`config.mk`:
```
export PLATFORM = sky130hd
export DESIGN_NAME = term_port_arbiter
export DESIGN_NICKNAME = d
export VERILOG_FILES = /design/src/rtl/term_port_arbiter.sv
export SDC_FILE = /design/constraint.sdc
export NUM_CORES = 1
export LEC_CHECK = 0
export CORE_MARGIN = 10
export CORE_UTILIZATION = 42
export CTS_BUF_LIST = sky130_fd_sc_hd__clkbuf_16
export CTS_CLUSTER_DIAMETER = 30
export DETAILED_ROUTE_END_ITERATION = 7
export PLACE_DENSITY = 0.86
export SLEW_MARGIN = 20
export SYNTH_ARGS = -nofsm -noshare
export SYNTH_HDL_FRONTEND = slang
export SYNTH_SLANG_ARGS = --single-unit
```
`constraint.sdc`:
```
create_clock -name clk -period 1.97 [get_ports clk]
set_input_delay 0.4925 -clock clk [delete_from_list [all_inputs] [get_ports clk]]
set_output_delay 0.4925 -clock clk [all_outputs]
set_load 0.1 [all_outputs]
```
`src/rtl/term_port_arbiter.sv`:
```
// Round-robin arbiter that takes N_SRC source FIFOs into one mesh terminal port.
// Define BDCST_PRIO_EN to give broadcast-ID packets priority over the others.
module term_port_arbiter #(
    parameter int unsigned pckg_sz = 16,
    parameter int unsigned N_SRC   = 4,
    parameter logic [7:0]  bdcst   = {8{1'b1}}
) (
    input  logic                             clk,
    input  logic                             reset,
    input  logic [N_SRC-1:0]                 src_pndng,
    input  logic [N_SRC-1:0][pckg_sz-1:0]    src_data,
    output logic [N_SRC-1:0]                 src_pop,
    output logic                             pndng_i_in,
    output logic [pckg_sz-1:0]               data_out_i_in,
    input  logic                             popin,
    output logic [$clog2(N_SRC)-1:0]         gnt_id,
    output logic [15:0]                      pkt_cnt
);

    localparam int unsigned ID_W = $clog2(N_SRC);
    localparam logic [ID_W-1:0] LAST_ID = ID_W'(N_SRC - 1);

    typedef enum logic {
        IDLE,
        OFFER
    } state_t;

    state_t               state_q, state_d;
    logic [N_SRC-1:0]     src_pop_q, src_pop_d;
    logic                 pndng_q, pndng_d;
    logic [pckg_sz-1:0]   data_q, data_d;
    logic [ID_W-1:0]      gnt_q, gnt_d;
    logic [15:0]          cnt_q, cnt_d;
    logic [ID_W-1:0]      rr_q, rr_d;

    logic [N_SRC-1:0]     eligible;
    logic [ID_W-1:0]      win;
    int unsigned          idx;
`ifdef BDCST_PRIO_EN
    logic [N_SRC-1:0]     is_bc;
`endif

    // The search runs from the furthest offset down so the nearest requester
    // at or after rr_q is the last one assigned and wins.
    always_comb begin
        eligible = src_pndng;
`ifdef BDCST_PRIO_EN
        is_bc = '0;
        for (int unsigned i = 0; i < N_SRC; i++) begin
            is_bc[i] = src_pndng[i] && (src_data[i][pckg_sz-1 -: 8] == bdcst);
        end
        if (|is_bc) begin
            eligible = is_bc;
        end
`endif
        win = '0;
        idx = 0;
        for (int unsigned k = 0; k < N_SRC; k++) begin
            idx = 32'(rr_q) + (N_SRC - 1 - k);
            if (idx >= N_SRC) begin
                idx = idx - N_SRC;
            end
            if (eligible[ID_W'(idx)]) begin
                win = ID_W'(idx);
            end
        end
    end

    always_comb begin
        state_d   = state_q;
        src_pop_d = '0;
        pndng_d   = pndng_q;
        data_d    = data_q;
        gnt_d     = gnt_q;
        cnt_d     = cnt_q;
        rr_d      = rr_q;
        unique case (state_q)
            IDLE: begin
                if (|src_pndng) begin
                    data_d         = src_data[win];
                    gnt_d          = win;
                    src_pop_d[win] = 1'b1;
                    pndng_d        = 1'b1;
                    state_d        = OFFER;
                end
            end
            OFFER: begin
                if (popin) begin
                    pndng_d = 1'b0;
                    cnt_d   = cnt_q + 16'd1;
                    rr_d    = (gnt_q == LAST_ID) ? '0 : gnt_q + 1'b1;
                    state_d = IDLE;
                end
            end
            default: state_d = IDLE;
        endcase
    end

    always_ff @(posedge clk or posedge reset) begin
        if (reset) begin
            state_q   <= IDLE;
            src_pop_q <= '0;
            pndng_q   <= 1'b0;
            data_q    <= '0;
            gnt_q     <= '0;
            cnt_q     <= '0;
            rr_q      <= '0;
        end else begin
            state_q   <= state_d;
            src_pop_q <= src_pop_d;
            pndng_q   <= pndng_d;
            data_q    <= data_d;
            gnt_q     <= gnt_d;
            cnt_q     <= cnt_d;
            rr_q      <= rr_d;
        end
    end

    assign src_pop       = src_pop_q;
    assign pndng_i_in    = pndng_q;
    assign data_out_i_in = data_q;
    assign gnt_id        = gnt_q;
    assign pkt_cnt       = cnt_q;

endmodule

```
==> impl_metrics.json, run 1 <==
{
  "clk_pin_slew_worst_paths_ps": 60,
  "postRouteAntennaNets": 0,
  "hold_ws_ps": 495,
  "min_path_type": "in -> async",
  "vias_per_cell": 5.33,
  "end_kind": "register",
  "drtPass1Iterations": 4,
  "dr_wl_met3_um": 432,
  "fmax_ghz": 0.525,
  "slowest_delay_ps": 390,
  "cp.buffers_inverters": 3,
  "dp_hpwl_um": 6610,
  "critPathLaunchType": "input port",
  "yosysTopAreaCellShare_pct": 42.6,
  "n_antenna_cell": 0,
  "grt_use_total_pct": 17.8,
  "worstPathMaxFanout": 21,
  "synth_edf_count": 0,
  "status": "finished clean",
  "yosysMostFrequentCell": "dfrtp_1",
  "vdd_drop_max_uv": 1120,
  "clockRootBuffer": "clkbuf_16",
  "rrSetupSlack_ps": 110,
  "arrival_ps": 2040,
  "coreArea_um2": 5610,
  "ys_ff_latch": 42,
  "seq_area_frac_synth_pct": 42.6,
  "design_area_um2": 4410,
  "drc": 0,
  "synthCells": 230,
  "io_pins": 110,
  "finish.utilization_pct": 78.7,
  "syn-mean-instance-area_um2": 10.7,
  "slew_headroom_pct": 75.0,
  "rows": 27,
  "required_ps": 2110,
  "grt_pass1_vias": 2525,
  "grt_max_degree": 30,
  "leakage_nw": 1.86,
  "place_area_um2": 4180,
  "finalSetupViolCount": 0,
  "power_density_nw_per_um2": 1520,
  "timing.final.hold_violations": 0,
  "maxCapViolCount": 0,
  "fin_setup_tns_ps": 0,
  "fin_ws_ps": 63.8,
  "htreeDepth": 2,
  "ys_async_sr_fraction_pct": 100,
  "synth.area.top_cells": "dfrtp_1 (43%), a211oi_2 (15%), mux2i_1 (6.5%)",
  "worst_pin_slew_ps": 372,
  "placed_cells": 419,
  "cts_tree": "done",
  "cp_slowest_cell": "dlygate4sd2_1",
  "wl_met1_um": 3280,
  "finalNetCount": 427,
  "initial_core_util_pct": 44.0,
  "cts_inserted_buffers": 5,
  "period_share_pct": 96.8,
  "instances_no_fill": 427,
  "cts.sinks": 42,
  "mappedNetlistNets": 303,
  "ys.flop_type": "dfrtp_1",
  "drive_gt1_share_pct": 34.4,
  "drt_wl_total_um": 8500,
  "top_layer": "met4",
  "rsz0062_at_grt": "true",
  "syn_area_um2": 2470,
  "timing.final.crit_period_ps": 1910,
  "cts_setup_buffers": 0,
  "skew_ps": 4.30,
  "wl_met2_um": 4640,
  "path_cells": "dlygate4sd2_1, buf_4, nand2b_4, a21oi_4, a311o_2, buf_12, mux2i_1, a211oi_2",
  "overflow": 0,
  "portBuffers": 109,
  "crit_type": "in -> reg",
  "initialDrtViolationCount": 102,
  "die_w_um": 96.7,
  "maxSlewViolCount": 0,
  "antenna_found_initial": 0,
  "place.gp.congestion": 0.788,
  "yosys_warnings": 0,
  "synth_largest_area_cell": "dfrtp_1",
  "via_count": 2274,
  "ys_top_cells_by_count": "dfrtp_1 (42), nand2_1 (33), a211oi_2 (30)",
  "power_mw": 6.71,
  "clk_latency_ps": 280,
  "die_area_um2": 9350,
  "wl_per_cell_um": 19.9,
  "syn_to_final_growth_pct": 78.6,
  "crit_family": "buffers and inverters",
  "yosysUniqueCellTypes": 42,
  "grt_first_pass_wirelength_um": 13900,
  "clock_path_buffers": 2,
  "die_h_um": 96.7,
  "preCtsSetupSlack_ps": -449
}
==> cell families after synthesis <==
kind of cell / count (synthesis) / share of synthesized area, %
flops: 42 / 42.6
fa+ha+maj: 2 / 1.01
compound gates: 41 / 19.4
xor+xnor: 15 / 5.32
simple gates: 96 / 19.5
mux: 17 / 7.40
buf+inv: 17 / 4.86
==> power breakdown <==
part           total [mW]  internal (mW)  switching [mW]
clock network        1.06          0.728           0.331
logic                4.15           1.58            2.57
registers            1.50           1.13           0.366
==> layer usage <==
layer / GRT usage [%] / vias to the layer above
met4: 5.41 / 0
li1: - / 1065
met2: 33.0 / 83
met3: 3.55 / 8
met1: 19.6 / 1118
met5: 0 / -
==> repair_timing <==
item                                   CTS  global route
gates resized for setup                 10             1
endpoints found under the hold margin    0             0
setup endpoints to repair               21            12
pin swaps                                2             0
hold buffers                             0             0
==> worst paths after layout <==
| kind | cells past startpoint | to | startpoint |
|---|---|---|---|
| hold / removal | 2 | pkt_cnt[15] | reset |
| setup reg to reg | 6 | data_out_i_in[15] | rr_q[1] |
| min in group clk | 1 | pkt_cnt[8] | pkt_cnt[8] |
| setup / recovery | 8 | data_out_i_in[15] | src_pndng[2] |
| max in group asynchronous | 3 | pkt_cnt[1] | reset |
| hold reg to reg | 1 | pkt_cnt[8] | pkt_cnt[8] |
==> layout make-up <==
class,instances,area [µm²]
fill,355,1200
clock inverter,3,68.8
tap,72,90.1
inverter,4,15.0
timing repair buffer,130,1710
sequential,42,1060
multi-input combinational,171,1340
clock buffer,5,125
==> registers in the layout, indices dropped and copies added (netlist names) <==
name,flops
data_out_i_in,16
pkt_cnt,16
src_pop,4
gnt_id,2
rr_q,2
pndng_i_in,1
state_q,1
==> cell usage in the layout (no fill, tap or decap), drive strengths merged, types with 2 or more instances in the layout <==
cell type,n
inv,4
buf,60
mux2i,17
nor3,18
dlygate4sd2,4
o21ai,2
bufinv,2
xnor2,14
and2,2
clkbuf,5
or2,2
nand2,33
ha,2
nand3,4
clkdlybuf4s50,66
a21oi,3
nor2,23
and3,2
dfrtp,42
a211oi,32
nand4,4
nand2b,2
==> worst reg2reg max path, stage by stage, from the launching register on <==
cell      delay (ps)
dfrtp_2          460
mux2i_4          280
nor2_4            50
a311o_2          410
buf_12           180
mux2i_1          160
a211oi_2         230
Note: power is estimated with default switching activity, not from simulation.
==> run 2, diff against run 1 <==
Settings changed: CORE_UTILIZATION 42 to 38, CTS_CLUSTER_SIZE set to 14, PLACE_DENSITY 0.86 to 0.83.
Clock period 1.97 ns to 1.7 ns, I/O delays scaled along.
==> impl_metrics.json, run 2 (same netlist as run 1, synthesis figures left out) <==
{
  "status": "finished with violations",
  "violations": "setup timing",
  "worstPathMaxFanout": 7,
  "ff_latch_area_um2": 1080,
  "slowest_delay_ps": 420,
  "grt_max_degree": 43,
  "grt_use_total_pct": 16.3,
  "rsz0062_at_grt": "true",
  "syn_to_final_growth_pct": 83.9,
  "finish.utilization_pct": 71.5,
  "slew_headroom_pct": 74.3,
  "rows": 29,
  "dp_hpwl_um": 6160,
  "hold_ws_ps": 495,
  "finalSetupViolCount": 16,
  "drtPass1Iterations": 4,
  "postRouteAntennaNets": 0,
  "drive_gt1_share_pct": 37.6,
  "via_count": 2294,
  "arrival_ps": 1980,
  "vias_per_cell": 5.11,
  "required_ps": 1890,
  "min_path_type": "in -> async",
  "power_density_nw_per_um2": 1710,
  "cts_tree": "done",
  "fillCellCount": 426,
  "multi_input_area_um2": 1320,
  "cts_hold_buf": 0,
  "cts_inserted_buffers": 5,
  "leakage_nw": 1.93,
  "htreeDepth": 2,
  "maxSlewViolCount": 0,
  "grt_pass1_vias": 2566,
  "instances_no_fill": 449,
  "vdd_drop_max_uv": 1570,
  "portBuffers": 109,
  "end_kind": "register",
  "clock_path_buffers": 2,
  "cp.buffers_inverters": 2,
  "crit_family": "compound AO/OA/AOI/OAI gates",
  "layout_commonest_cell": "clkdlybuf4s50_1",
  "antenna_found_initial": 0,
  "overflow": 0,
  "place_area_um2": 4210,
  "drt_wl_total_um": 8210,
  "die_area_um2": 10100,
  "critPathLaunchType": "register",
  "clk_pin_slew_worst_paths_ps": 60,
  "cp_slowest_cell": "dfrtp_2",
  "design_area_um2": 4540,
  "layout_common_cells": "clkdlybuf4s50_1 (66), buf_12 (43), nand2_1 (33)",
  "fin_ws_ps": -85.4,
  "clk_latency_ps": 280,
  "path_cells": "mux2i_4, nor2_4, a311o_2, buf_6, buf_16, mux2i_1, a211oi_2",
  "coreArea_um2": 6350,
  "placed_cells": 430,
  "io_pins": 110,
  "timing.final.hold_violations": 0,
  "period_share_pct": 105,
  "timing.final.crit_period_ps": 1790,
  "finalNetCount": 444,
  "cts.sinks": 42,
  "worst_pin_slew_ps": 383,
  "initialDrtViolationCount": 85,
  "skew_ps": 5.75,
  "clockRootBuffer": "clkbuf_16",
  "wl_per_cell_um": 18.3,
  "crit_cells": 7,
  "place.gp.congestion": 0.807,
  "n_antenna_cell": 0,
  "die_w_um": 101,
  "reg2reg_depth": 7,
  "die_h_um": 101,
  "maxCapViolCount": 0,
  "grt_first_pass_wirelength_um": 13100,
  "fmax_ghz": 0.560,
  "initial_core_util_pct": 38.9,
  "crit_type": "reg -> reg",
  "drc": 0
}
## run 2: cell types whose count changed in the layout (fill, tap and decap cells not counted), sizes merged
| cell | previous run | this run |
|---|---|---|
| bufinv | 2 | 0 |
| dlygate4sd2 | 4 | 3 |
| buf | 60 | 76 |
| clkinv | 1 | 2 |
| bufbuf | 0 | 1 |
| clkinvlp | 0 | 1 |
| clkdlybuf4s15 | 0 | 1 |
## run 2: final cells by class
cell class	count	area share (%)
Clock buffer	5	2.75
Clock inverter	3	0.468
Inverter	4	0.330
Multi-Input combinational cell	171	29.0
Sequential cell	42	23.7
Tap cell	77	2.12
Timing Repair Buffer	147	41.6
## run 2: worst min-delay path, delay by kind of cell
kind,cells,cell delay (ps)
buf+inv,3,720
## run 2: per-layer routing
| metal | wire [µm] | vias to the layer above | track usage [%] | share of wire, % |
|---|---|---|---|---|
| li1 | - | 1094 | - | - |
| met1 | 3130 | 1108 | 18.4 | 38 |
| met2 | 4300 | 80 | 28.2 | 52 |
| met3 | 582 | 12 | 4.46 | 7.1 |
| met4 | 191 | 0 | 6.41 | 2.3 |
| met5 | 0 | - | 0 | 0 |
## run 2: worst paths after layout
check | from | endpoint | slack (ps)
min in group clk | pkt_cnt[5] | pkt_cnt[5] | 510
setup reg to reg | rr_q[1] | data_out_i_in[0] | -90
max in group asynchronous | reset | pkt_cnt[2] | 980
hold / removal | reset | pkt_cnt[14] | 490
setup / recovery | rr_q[1] | data_out_i_in[0] | -90
hold reg to reg | pkt_cnt[5] | pkt_cnt[5] | 510
## run 2: where the power goes
group          leakage (nW)  total (mW)  switching, mW  internal [mW]
combinational          1.36        5.09           3.01           2.08
clock                0.0698       0.947          0.403          0.544
sequential            0.500        1.73          0.408           1.32
## run 2: stage by stage
step	setup slack [ps]	setup TNS, ps	total power [mW]
after floorplan	-12.4	-110	4.70
after global placement	-586	-11790	6.47
after detailed placement	-655	-13290	6.54
after CTS	-96.2	-1380	7.83
after global routing	-163	-2360	8.09
final	-85.4	-1090	7.77
## run 2: repair_timing
action                                  4_1_cts  5_1_grt
endpoints found under the setup margin       22       18
pin swaps                                    10        2
cloned                                        3        0
setup buffers                                 8        0
resized for setup                            14        0
